$ cat src/rtl/booth_acc_pkg.sv
// Shared types and constants for the Booth product accumulator slice.
// Saturating accumulation is selected at build time with macro BOOTH_ACC_SAT_EN.
package booth_acc_pkg;

    localparam int PROD_W_DEF = 16;
    localparam int ACC_W_DEF  = 20;
    localparam int LEN_W_DEF  = 8;

    // Clamp limits for the default accumulator width.
    localparam logic [ACC_W_DEF-1:0] ACC_MAX = {1'b0, {(ACC_W_DEF-1){1'b1}}};
    localparam logic [ACC_W_DEF-1:0] ACC_MIN = {1'b1, {(ACC_W_DEF-1){1'b0}}};

    typedef enum logic [1:0] {
        IDLE  = 2'd0,
        ACCUM = 2'd1,
        DONE  = 2'd2
    } state_e;

endpackage

$ cat src/rtl/booth_product_accumulator_addsat.sv
// Combinational signed accumulator + product add with overflow flag.
// With BOOTH_ACC_SAT_EN defined the result clamps on overflow; otherwise it wraps.
module booth_acc_addsat #(
    parameter int PROD_W = 16,
    parameter int ACC_W  = 20
) (
    input  logic [ACC_W-1:0]  acc_in,
    input  logic [PROD_W-1:0] prod_in,
    output logic [ACC_W-1:0]  acc_out,
    output logic              ovf
);

    logic [ACC_W:0] acc_ext;
    logic [ACC_W:0] prod_ext;
    logic [ACC_W:0] sum;

    // One guard bit above the accumulator makes the true sign of the sum visible.
    assign acc_ext  = {acc_in[ACC_W-1], acc_in};
    assign prod_ext = {{(ACC_W+1-PROD_W){prod_in[PROD_W-1]}}, prod_in};
    assign sum      = acc_ext + prod_ext;
    assign ovf      = sum[ACC_W] ^ sum[ACC_W-1];

`ifdef BOOTH_ACC_SAT_EN
    localparam logic [ACC_W-1:0] SAT_MAX = {1'b0, {(ACC_W-1){1'b1}}};
    localparam logic [ACC_W-1:0] SAT_MIN = {1'b1, {(ACC_W-1){1'b0}}};

    always_comb begin
        acc_out = sum[ACC_W-1:0];
        if (ovf) begin
            acc_out = sum[ACC_W] ? SAT_MIN : SAT_MAX;
        end
    end
`else
    assign acc_out = sum[ACC_W-1:0];
`endif

endmodule

$ cat src/rtl/booth_product_accumulator.sv
// Sums a run of LEN signed products into one result with valid/ready on both sides.
// Build option BOOTH_ACC_SAT_EN selects saturating instead of wrapping accumulation.
module booth_product_accumulator
    import booth_acc_pkg::*;
#(
    parameter int PROD_W = PROD_W_DEF,
    parameter int ACC_W  = ACC_W_DEF,
    parameter int LEN_W  = LEN_W_DEF
) (
    input  logic              clk,
    input  logic              rst_n,
    input  logic              start,
    input  logic [LEN_W-1:0]  len,
    input  logic              in_valid,
    output logic              in_ready,
    input  logic [PROD_W-1:0] in_product,
    output logic              out_valid,
    input  logic              out_ready,
    output logic [ACC_W-1:0]  out_acc,
    output logic              out_ovf,
    output logic              busy
);

    state_e            state_q, state_d;
    logic [ACC_W-1:0]  acc_q, acc_d;
    logic              ovf_q, ovf_d;
    logic [LEN_W-1:0]  remaining_q, remaining_d;

    logic              transfer;
    logic [ACC_W-1:0]  add_acc;
    logic              add_ovf;

    booth_acc_addsat #(
        .PROD_W (PROD_W),
        .ACC_W  (ACC_W)
    ) u_addsat (
        .acc_in  (acc_q),
        .prod_in (in_product),
        .acc_out (add_acc),
        .ovf     (add_ovf)
    );

    // in_ready is a pure decode of the registered state, so this has no in_valid -> in_ready path.
    assign transfer = in_valid && (state_q == ACCUM);

    // NOTE: sequential state uses non-blocking assignments so every flop samples pre-edge values.
    always_ff @(posedge clk) begin
        if (!rst_n) begin
            state_q     <= IDLE;
            acc_q       <= '0;
            ovf_q       <= 1'b0;
            remaining_q <= '0;
        end else begin
            state_q     <= state_d;
            acc_q       <= acc_d;
            ovf_q       <= ovf_d;
            remaining_q <= remaining_d;
        end
    end

    // NOTE: each comb block assigns defaults first so no path leaves a signal unassigned (no latches).
    always_comb begin
        state_d = state_q;
        case (state_q)
            IDLE: begin
                if (start) begin
                    state_d = (len != '0) ? ACCUM : DONE;
                end
            end
            ACCUM: begin
                if (transfer && (remaining_q == LEN_W'(1))) begin
                    state_d = DONE;
                end
            end
            DONE: begin
                if (out_ready) begin
                    state_d = IDLE;
                end
            end
            default: state_d = IDLE;
        endcase
    end

    always_comb begin
        acc_d       = acc_q;
        ovf_d       = ovf_q;
        remaining_d = remaining_q;
        if (state_q == IDLE && start) begin
            acc_d       = '0;
            ovf_d       = 1'b0;
            remaining_d = len;
        end else if (transfer) begin
            acc_d       = add_acc;
            ovf_d       = ovf_q | add_ovf;
            remaining_d = remaining_q - LEN_W'(1);
        end
    end

    always_comb begin
        in_ready  = (state_q == ACCUM);
        out_valid = (state_q == DONE);
        busy      = (state_q != IDLE);
        out_acc   = (state_q == DONE) ? acc_q : '0;
        out_ovf   = (state_q == DONE) ? ovf_q : 1'b0;
    end

endmodule

$ cat config.mk
export PLATFORM = sky130hd
export DESIGN_NAME = booth_product_accumulator
export DESIGN_NICKNAME = d
export VERILOG_FILES = /design/src/rtl/booth_acc_pkg.sv /design/src/rtl/booth_product_accumulator_addsat.sv /design/src/rtl/booth_product_accumulator.sv
export SDC_FILE = /design/constraint.sdc
export NUM_CORES = 1
export LEC_CHECK = 0
export CELL_PAD_IN_SITES_DETAIL_PLACEMENT = 0
export CELL_PAD_IN_SITES_GLOBAL_PLACEMENT = 1
export CORE_MARGIN = 8
export CORE_UTILIZATION = 34
export CTS_CLUSTER_DIAMETER = 150
export DETAILED_ROUTE_END_ITERATION = 10
export GPL_TIMING_DRIVEN = 0
export PLACE_DENSITY_LB_ADDON = 0.1
export SETUP_SLACK_MARGIN = 0.5
export SLEW_MARGIN = 20
export SYNTH_ARGS = -nofsm -noshare
export SYNTH_HDL_FRONTEND = slang
export SYNTH_SLANG_ARGS = --single-unit
$ cat constraint.sdc
create_clock -name clk -period 2.2 [get_ports clk]
set_input_delay 0.44 -clock clk [delete_from_list [all_inputs] [get_ports clk]]
set_output_delay 0.44 -clock clk [all_outputs]
set_load 0.05 [all_outputs]
==> results of run 1 <==
==> cells by family (layout without fill, tap and decap cells) <==
kind of cell | count (synthesis) | after routing | synth area share, %
buffers and inverters | 24 | 120 | 4.37
DFF | 31 | 31 | 24.1
adders and majority gates | 23 | 23 | 11.5
AOI/OAI and AO/OA | 95 | 95 | 25.6
xor gates and xnor gates | 6 | 6 | 2.04
muxes | 2 | 2 | 0.778
and+or+nand+nor | 156 | 156 | 31.6
==> tightest hold or removal path, delay by kind of cell (launching register included) <==
family	cells	cell delay, ns
AND/OR/NAND/NOR	1	0.06
flip-flops	1	0.34
AO/OA/AOI/OAI	1	0.05
==> routing by layer <==
layer,vias to the layer above,share of wire (%),track usage (%)
li1,1432,-,-
met1,1393,43,19.7
met2,75,51,29.9
met3,13,5.2,3.92
met4,0,1.4,4.00
met5,-,0,0
==> state kept, by name (all words and copies together), names as in the netlist <==
name / cells
ovf_q: 1
acc_q: 20
state_q: 2
remaining_q: 8
==> area by class of cell <==
type                    instances  area [sq um]
fillers                       692          2910
well taps                      99           124
flip-flops and latches         31           643
multi-input cells             282          2400
inverters                       8          30.0
clock buffers                   8           100
plain buffers                  16           164
repair buffers                 88           927
==> what timing repair did <==
action / in CTS / in global routing
setup endpoints to repair: 48 / 46
hold buffers: 0 / 0
cloned: 0 / 2
pin swaps: 50 / 40
resized for setup: 252 / 80
buffers inserted: 19 / 15
==> power by group through the flow <==
stage,combinational [uW],clock [uW],sequential [uW]
2_1_floorplan,464,0,649
3_3_place_gp,662,0,658
3_5_place_dp,662,0,659
4_1_cts,746,551,651
5_1_grt,926,576,663
6_report,856,539,656
==> stage by stage <==
step / setup slack, ns / util (%) / area, sq um / cells
2_1_floorplan: 0.271 / - / 2840 / 337
3_3_place_gp: -0.491 / 47.8 / 3490 / 488
3_5_place_dp: -0.501 / 47.8 / 3490 / 488
4_1_cts: 0.215 / 54.7 / 3990 / 515
5_1_grt: 0.142 / 60.1 / 4380 / 532
6_report: 0.173 / 60.1 / 4380 / 532
==> Yosys cell counts (all sizes together), types with 2 or more instances <==
master / number
mux2i: 2
or3: 4
ha: 22
a21boi: 3
and3: 6
o21bai: 4
and3b: 2
a211oi: 3
a221oi: 5
a21oi: 34
dfxtp: 31
nor3: 8
and2: 25
o21a: 3
nand4: 5
nand3: 20
o211ai: 7
clkbuf: 9
a211o: 2
nor2b: 11
o31ai: 2
inv: 8
nor2: 19
nor4: 5
buf: 7
o21ai: 17
a2111o: 2
a222oi: 2
nand2: 43
or4: 4
xnor2: 6
a31oi: 2
==> worst max path at each step <==
| stage | from | end | slack [ns] | cells past startpoint |
|---|---|---|---|---|
| after detailed placement | in_product[0] | acc_q[18] | -0.50 | 9 |
| final | in_product[9] | acc_q[14] | 0.17 | 9 |
| after CTS | acc_q[0] | acc_q[14] | 0.21 | 8 |
| after global placement | in_product[0] | acc_q[18] | -0.49 | 9 |
| after global routing | in_product[9] | acc_q[14] | 0.14 | 9 |
| after floorplan | in_product[9] | acc_q[14] | 0.27 | 8 |
==> impl_metrics.py, run 1 <==
metrics = {
    "grt": {
        "grt_max_degree": 11,
        "track_usage_pct": 16.8,
        "grt-ovfl-total": 0,
        "grt_pass1_wl_microns": 14100,
        "grt_pass1_vias": 2869,
        "antenna_found_initial": 0,
    },
    "setup_path": {
        "cp-start-kind": "input pin",
        "path_buf_inv": 2,
        "worstPathRequired_ns": 2.43,
        "reg2reg_to": "acc_q[14]",
        "crit_path_max_incr_delay_ns": 0.48,
        "rrSetupSlack_ns": 0.18,
        "crit_fanout": 8,
        "crit_family": "simple AND/OR/NAND/NOR gates",
        "worstSetupEndpointType": "flip-flop",
        "critPathKind": "in2reg",
        "worstRegToRegCells": 8,
        "cp_cell_sequence": "clkdlybuf4s15_2 > ha_4 > clkbuf_16 > o211ai_1 > nor2_4 > a21oi_4 > o21a_1 > or4_1 > nand3_1",
        "critPathArrivalTime_ns": 2.25,
        "slowest_stage": "or4_1",
        "worstReg2RegStart": "acc_q[0]",
    },
    "power_and_ir_drop": {
        "report.power.total_uw": 2050,
        "max-vdd-ir-drop_mv": 0.275,
        "power_frac_seq_pct": 32.0,
        "net-switching-power_uw": 756,
        "pwr-share-clk_pct": 26.3,
        "combPwrFrac_pct": 41.7,
        "intPower_uw": 1300,
        "netSwitchingFraction_pct": 36.8,
        "p_per_area_nw_per_um2": 468,
        "leakage_uw": 0.00172,
    },
    "route": {
        "ant_nets": 0,
        "via_per_inst": 5.48,
        "first_pass_iters": 4,
        "vias": 2913,
        "drc": 0,
        "drtIter0Drc": 124,
        "post_drt_wl_per_cell_microns": 17.4,
        "wl_microns": 9270,
    },
    "yosys": {
        "ys_seq_area_share_pct": 24.1,
        "synth_top_cell_by_area": "dfxtp_1",
        "synth_edf_count": 0,
        "synthesis.nets": 389,
        "syn_avg_cell_area_sq_um": 7.64,
        "synth_top_area_share_pct": 24.1,
        "syn_area_sq_um": 2570,
        "async_reset_ff_share_pct": 0,
        "syn_inst": 337,
        "synthTopCellsByArea": "dfxtp_1 (24%), ha_1 (11%), nand2_1 (6.3%), and2_1 (6.1%), a21oi_1 (6.0%)",
        "ys_seq_elements": 31,
        "ys_warn_count": 0,
        "synth_ff_type": "dfxtp_1",
        "yosys.cell_types.count": 55,
    },
    "floorplanning": {
        "initial_core_util_pct": 35.3,
        "dieArea_sq_um": 10600,
        "ios": 53,
        "die_y_microns": 103,
        "rows": 31,
        "core_sq_um": 7290,
        "fp.dieW_microns": 103,
    },
    "cts": {
        "clk_latency_ns": 0.29,
        "clock_tree.root_cell": "clkbuf_8",
        "cts_tree": "built",
        "clk_path_buf_depth": 2,
        "cts_inserted_buffers": 5,
        "cts_sinks": 31,
        "cts_max_level": 2,
        "cts.clk_slew.worst_paths_ns": 0.08,
    },
    "timing": {
        "slew_headroom_pct": 74.6,
        "tightest_slew_ns": 0.380,
        "max_clock_freq_mhz": 493,
        "timing.hold.ws_ns": 0.488,
        "clock_skew_ns": 0.0103,
        "post-route-period-util_pct": 92.1,
        "setup_tns_ns": 0,
        "finalHoldViolCount": 0,
        "grt_setup_unrepaired": "yes",
        "setup_violations": 0,
        "period_needed_ns": 2.03,
        "slew_violations": 0,
    },
    "status": {
        "status": "finished clean",
    },
    "place": {
        "dp_hpwl_microns": 6190,
        "io_buffers": 52,
        "gp_congestion": 0.892,
    },
    "min_path": {
        "hold_depth": 2,
        "hp-class": "reg2reg",
        "hp-start": "acc_q[3]",
        "hold_end": "acc_q[3]",
    },
    "layout": {
        "drive_gt1_share_pct": 43.2,
        "antenna_cells": 0,
        "syn_to_final_growth_pct": 70.3,
        "layout.cells.most_common": "nand2_1",
        "nNetsFinal": 484,
        "final_cell_mix": "nand2_1 (35), buf_4 (29), buf_8 (23)",
    },
    "job": {
        "max-cap-violations": 0,
    },
}
Note: power is estimated with default switching activity, not from simulation.
==> inputs of run 2 (changes only) <==
--- a/config.mk
+++ b/config.mk
@@ -5,14 +5,14 @@
 export SDC_FILE = /design/constraint.sdc
 export NUM_CORES = 1
 export LEC_CHECK = 0
+export CAP_MARGIN = 20
 export CELL_PAD_IN_SITES_DETAIL_PLACEMENT = 0
 export CELL_PAD_IN_SITES_GLOBAL_PLACEMENT = 1
 export CORE_MARGIN = 8
 export CORE_UTILIZATION = 34
-export CTS_CLUSTER_DIAMETER = 150
 export DETAILED_ROUTE_END_ITERATION = 10
 export GPL_TIMING_DRIVEN = 0
-export PLACE_DENSITY_LB_ADDON = 0.1
+export PLACE_DENSITY = 0.79
 export SETUP_SLACK_MARGIN = 0.5
 export SLEW_MARGIN = 20
 export SYNTH_ARGS = -nofsm -noshare
==> run 2 against run 1 <==
  * Non-clock buffer count increased by 4
  * Combinational power barely moved
  * Via count shrank 0.14%
  * Count of clock-buffer cells in the layout shrank 2
  * Sequential power about the same
  * Critical path type is now reg2reg
==> impl_metrics.py, run 2 (synthesis gave the netlist of run 1 again) <==
metrics = {
    "layout": {
        "layout.cells.most_common": "nand2_1",
        "final_cells": 536,
        "syn_to_final_growth_pct": 73.7,
        "final_cell_mix": "nand2_1 (36), buf_4 (29), buf_8 (26)",
        "top_register": "acc_q",
        "final_core_util_pct": 61.3,
        "antenna_cells": 0,
        "nNetsFinal": 488,
        "largest_reg_flops": 20,
        "drive_gt1_share_pct": 45.1,
        "top_regs": "acc_q (20), remaining_q (8), state_q (2)",
        "final_area_sq_um": 4470,
    },
    "power_and_ir_drop": {
        "p_per_area_nw_per_um2": 475,
        "leakage_uw": 0.00174,
        "report.power.total_uw": 2120,
        "max-vdd-ir-drop_mv": 0.260,
    },
    "min_path": {
        "hp-class": "reg2reg",
    },
    "place": {
        "io_buffers": 52,
        "post-place-cells": 488,
        "gp_congestion": 0.891,
        "placed_cell_area_sq_um": 3490,
        "dp_hpwl_microns": 6210,
    },
    "setup_path": {
        "cp_cell_sequence": "ha_4 > fa_2 > a21oi_4 > o211ai_4 > a21oi_4 > o21a_1 > or4_1 > nand3_1",
        "slowest_stage": "or4_1",
        "crit_family": "compound AO/OA/AOI/OAI gates",
        "crit_top_cell": "a21oi_4",
        "crit_fanout": 4,
        "path_buf_inv": 0,
        "critPathKind": "reg2reg",
        "worstPathRequired_ns": 2.44,
        "critPathArrivalTime_ns": 2.23,
        "cp-start-kind": "flip-flop",
        "worstSetupEndpointType": "flip-flop",
        "crit_path_max_incr_delay_ns": 0.50,
    },
    "cts": {
        "cts_max_level": 2,
        "clk_path_buf_depth": 2,
        "clk_latency_ns": 0.29,
        "clock_tree.root_cell": "clkbuf_8",
        "cts_inserted_buffers": 5,
        "cts_sinks": 31,
        "cts.clk_slew.worst_paths_ns": 0.08,
        "cts_tree": "built",
        "cts.hold.buffers_added": 0,
    },
    "timing": {
        "period_needed_ns": 2.00,
        "slew_headroom_pct": 73.2,
        "finalHoldViolCount": 0,
        "post-route-period-util_pct": 90.8,
        "grt_setup_unrepaired": "yes",
        "timing.hold.ws_ns": 0.504,
        "tightest_slew_ns": 0.401,
        "max_clock_freq_mhz": 501,
        "slew_violations": 0,
        "setup_violations": 0,
        "clock_skew_ns": 0.00852,
    },
    "route": {
        "first_pass_iters": 5,
        "drtIter0Drc": 113,
        "drc": 0,
        "wl_microns": 9200,
        "post_drt_wl_per_cell_microns": 17.2,
        "ant_nets": 0,
        "vias": 2909,
        "via_per_inst": 5.43,
    },
    "floorplanning": {
        "dieArea_sq_um": 10600,
        "initial_core_util_pct": 35.3,
        "fp.dieW_microns": 103,
        "ios": 53,
        "rows": 31,
        "die_y_microns": 103,
        "core_sq_um": 7290,
    },
    "job": {
        "max-cap-violations": 0,
    },
    "grt": {
        "antenna_found_initial": 0,
        "grt_max_degree": 11,
        "grt_pass1_wl_microns": 14200,
        "grt_pass1_vias": 2944,
        "track_usage_pct": 17.0,
        "grt-ovfl-total": 0,
    },
    "status": {
        "status": "finished clean",
    },
}
run 2: cell count changes in the layout (fill, tap and decap cells not counted), sizes merged:
cell | before | now
clkinv | 0 | 1
clkdlybuf4s15 | 5 | 4
clkbuf | 17 | 13
bufinv | 0 | 1
dlygate4sd2 | 7 | 8
buf | 71 | 77
run 2: layer usage:
metal | up-vias | routed length, microns | GRT usage (%)
li1 | 1435 | - | -
met1 | 1387 | 3950 | 19.7
met2 | 76 | 4690 | 30.8
met3 | 11 | 476 | 3.71
met4 | 0 | 92 | 4.12
met5 | - | 0 | 0
run 2: worst min-delay path: stages (launching register included):
cell and delay (ns):
dfxtp_2 0.36, nand3_1 0.07, nand2_1 0.04
run 2: metrics by stage:
stage          setup TNS [ns]  setup WS [ns]
2_1_floorplan               0          0.271
3_3_place_gp           -10.74         -0.433
3_5_place_dp           -11.39         -0.446
4_1_cts                     0          0.168
5_1_grt                     0          0.132
6_report                    0          0.203
run 2: path summary, 6_finish.rpt:
path,start,endpoint,slack [ns],cells after the start
min reg2reg,acc_q[8],acc_q[8],0.50,2
max reg2reg,acc_q[0],acc_q[14],0.20,8
min,acc_q[8],acc_q[8],0.50,2
max,acc_q[0],acc_q[14],0.20,8
run 2: timing repair:
action	4_1_cts	5_1_grt
setup buffers	31	7
pin swaps	61	35
cloned	1	1
resized for setup	284	57
endpoints found under the setup margin	48	47
run 2: final cells by class:
type / count / area, sq um
inverter: 8 / 30.0
sequential: 31 / 642
clock buffer: 6 / 82.6
tap: 99 / 124
timing repair buffer: 92 / 961
buffer: 16 / 149
clock inverter: 2 / 35.0
fill: 648 / 2820
multi-input combinational: 282 / 2450
run 2: report_power, final:
part / internal, uW / switching, uW
registers: 604 / 50.1
logic: 399 / 454
clock network: 367 / 250
==> inputs of run 3 (changes only) <==
--- a/config.mk
+++ b/config.mk
@@ -8,11 +8,11 @@
 export CAP_MARGIN = 20
 export CELL_PAD_IN_SITES_DETAIL_PLACEMENT = 0
 export CELL_PAD_IN_SITES_GLOBAL_PLACEMENT = 1
-export CORE_MARGIN = 8
-export CORE_UTILIZATION = 34
+export CORE_MARGIN = 2
+export CORE_UTILIZATION = 35
+export CTS_BUF_LIST = sky130_fd_sc_hd__clkbuf_4
 export DETAILED_ROUTE_END_ITERATION = 10
-export GPL_TIMING_DRIVEN = 0
-export PLACE_DENSITY = 0.79
+export PLACE_DENSITY = 0.81
 export SETUP_SLACK_MARGIN = 0.5
 export SLEW_MARGIN = 20
 export SYNTH_ARGS = -nofsm -noshare
==> run 3 against run 2 <==
  * Sequential share of layout area down 0.89 points
  * Die area down 24%
  * Critical path depth up 1
  * Via count up 7.0%
  * Count of clock-buffer cells in the layout down 1
  * Wire length up 6.1%
  * Clock skew up 0.0097 ns
  * Clock power down 24%
  * Global-route usage up 4.9 points
  * First-iteration DRC count up 120%
  * Register-to-register slack worse by 0.05 ns
  * Critical endpoint is now ovf_q
==> impl_metrics.py, run 3 (synthesis gave the netlist of run 1 again) <==
metrics = {
    "route": {
        "wl_microns": 9760,
        "vias": 3113,
        "drtIter0Drc": 252,
        "drc": 0,
        "post_drt_wl_per_cell_microns": 17.3,
        "ant_nets": 0,
        "via_per_inst": 5.52,
        "first_pass_iters": 4,
    },
    "setup_path": {
        "worstPathRequired_ns": 2.44,
        "slowest_stage": "fa_2",
        "crit_path_max_incr_delay_ns": 0.37,
        "cp_cell_sequence": "ha_4 > fa_2 > a21oi_4 > o211ai_4 > buf_4 > a21oi_2 > nand3b_1 > a2111o_1 > nand3_1",
        "critPathArrivalTime_ns": 2.28,
        "crit_fanout": 3,
        "critPathKind": "reg2reg",
        "path_depth": 9,
        "crit_family": "compound AO/OA/AOI/OAI gates",
        "worstRegToRegCells": 9,
        "worstSetupEndpointType": "flip-flop",
        "cp-start-kind": "flip-flop",
        "path_buf_inv": 1,
    },
    "floorplanning": {
        "die_y_microns": 89.8,
        "core_sq_um": 7180,
        "initial_core_util_pct": 35.9,
        "fp.dieW_microns": 89.8,
        "rows": 31,
        "dieArea_sq_um": 8060,
        "ios": 53,
    },
    "grt": {
        "grt_max_degree": 17,
        "grt-ovfl-total": 0,
        "grt_pass1_vias": 2976,
        "track_usage_pct": 21.9,
        "antenna_found_initial": 0,
        "grt_pass1_wl_microns": 14600,
    },
    "place": {
        "post-place-cells": 523,
        "io_buffers": 52,
        "dp_hpwl_microns": 6010,
        "placed_cell_area_sq_um": 3980,
        "gp_congestion": 0.883,
    },
    "cts": {
        "clock_tree.root_cell": "clkbuf_4",
        "clk_latency_ns": 0.36,
        "cts.hold.buffers_added": 0,
        "cts_inserted_buffers": 5,
        "cts_sinks": 31,
        "cts_max_level": 2,
        "cts_tree": "built",
        "clk_path_buf_depth": 2,
        "cts.clk_slew.worst_paths_ns": 0.11,
    },
    "layout": {
        "largest_reg_flops": 20,
        "final_core_util_pct": 67.0,
        "final_cell_mix": "buf_4 (65), nand2_1 (35), buf_12 (24)",
        "syn_to_final_growth_pct": 86.9,
        "layout.cells.most_common": "buf_4",
        "top_regs": "acc_q (20), remaining_q (8), state_q (2)",
        "final_cells": 564,
        "nNetsFinal": 516,
        "top_register": "acc_q",
        "final_area_sq_um": 4810,
        "antenna_cells": 0,
        "drive_gt1_share_pct": 49.2,
    },
    "timing": {
        "tightest_slew_ns": 0.418,
        "setup_violations": 0,
        "max_clock_freq_mhz": 490,
        "period_needed_ns": 2.04,
        "clock_skew_ns": 0.0182,
        "grt_setup_unrepaired": "yes",
        "finalHoldViolCount": 0,
        "slew_violations": 0,
        "slew_headroom_pct": 72.1,
        "post-route-period-util_pct": 92.9,
    },
    "min_path": {
        "hp-class": "reg2reg",
        "hold_depth": 2,
    },
    "job": {
        "max-cap-violations": 0,
    },
    "power_and_ir_drop": {
        "leakage_uw": 0.00190,
        "report.power.total_uw": 2070,
        "max-vdd-ir-drop_mv": 0.303,
        "p_per_area_nw_per_um2": 430,
    },
    "status": {
        "status": "finished clean",
    },
}
-- run 3: changes by cell type in the layout (fill, tap and decap cells not counted), sizes merged --
cell and delta:
clkinv +1, buf +29, dlygate4sd2 +4, clkbuf -5, clkdlybuf4s15 -1
-- run 3: routing by layer --
layer	up-vias	share of wire (%)	GRT usage (%)
met1	1502	41	27.0
met4	0	1.1	4.49
met2	104	52	39.9
li1	1495	-	-
met3	12	5.0	3.86
met5	-	0	0
-- run 3: path summary, 6_finish.rpt --
path	from	to	slack (ns)
worst min register to register	acc_q[3]	acc_q[3]	0.49
worst max-delay path	acc_q[0]	ovf_q	0.16
worst max register to register	acc_q[0]	ovf_q	0.16
worst min-delay path	acc_q[3]	acc_q[3]	0.49
-- run 3: repair_timing --
item / CTS / global route
setup endpoints to repair: 41 / 47
pin swaps: 38 / 32
cloned: 1 / 2
setup buffers: 16 / 14
resized for setup: 88 / 55
-- run 3: final cells by class --
class	instances	area [sq um]
flip-flops and latches	31	648
well taps	99	124
multi-input cells	282	2450
clock buffers	5	37.5
fillers	544	2370
inverters	8	30.0
repair buffers	136	1480
clock inverters	3	38.8
-- run 3: report_power, final --
group,total [uW],switching (uW),internal (uW)
registers,660,54.5,605
logic,936,475,461
clock network,472,238,234
-- run 3: worst register-to-register path, cell delays in order (launching register included) --
cell and delay, ns:
dfxtp_2 0.35, ha_4 0.16, fa_2 0.37, a21oi_4 0.18, o211ai_4 0.11, buf_4 0.15
a21oi_2 0.18, nand3b_1 0.20, a2111o_1 0.16, nand3_1 0.06
-- run 3: metrics by stage --
step / hold WS, ns / setup TNS [ns] / worst slack, ns
2_1_floorplan: 0.442 / 0 / 0.271
3_3_place_gp: 0.458 / -3.86 / -0.331
3_5_place_dp: 0.467 / -4.15 / -0.332
4_1_cts: 0.491 / 0 / 0.255
5_1_grt: 0.514 / 0 / 0.0773
6_report: 0.491 / 0 / 0.157
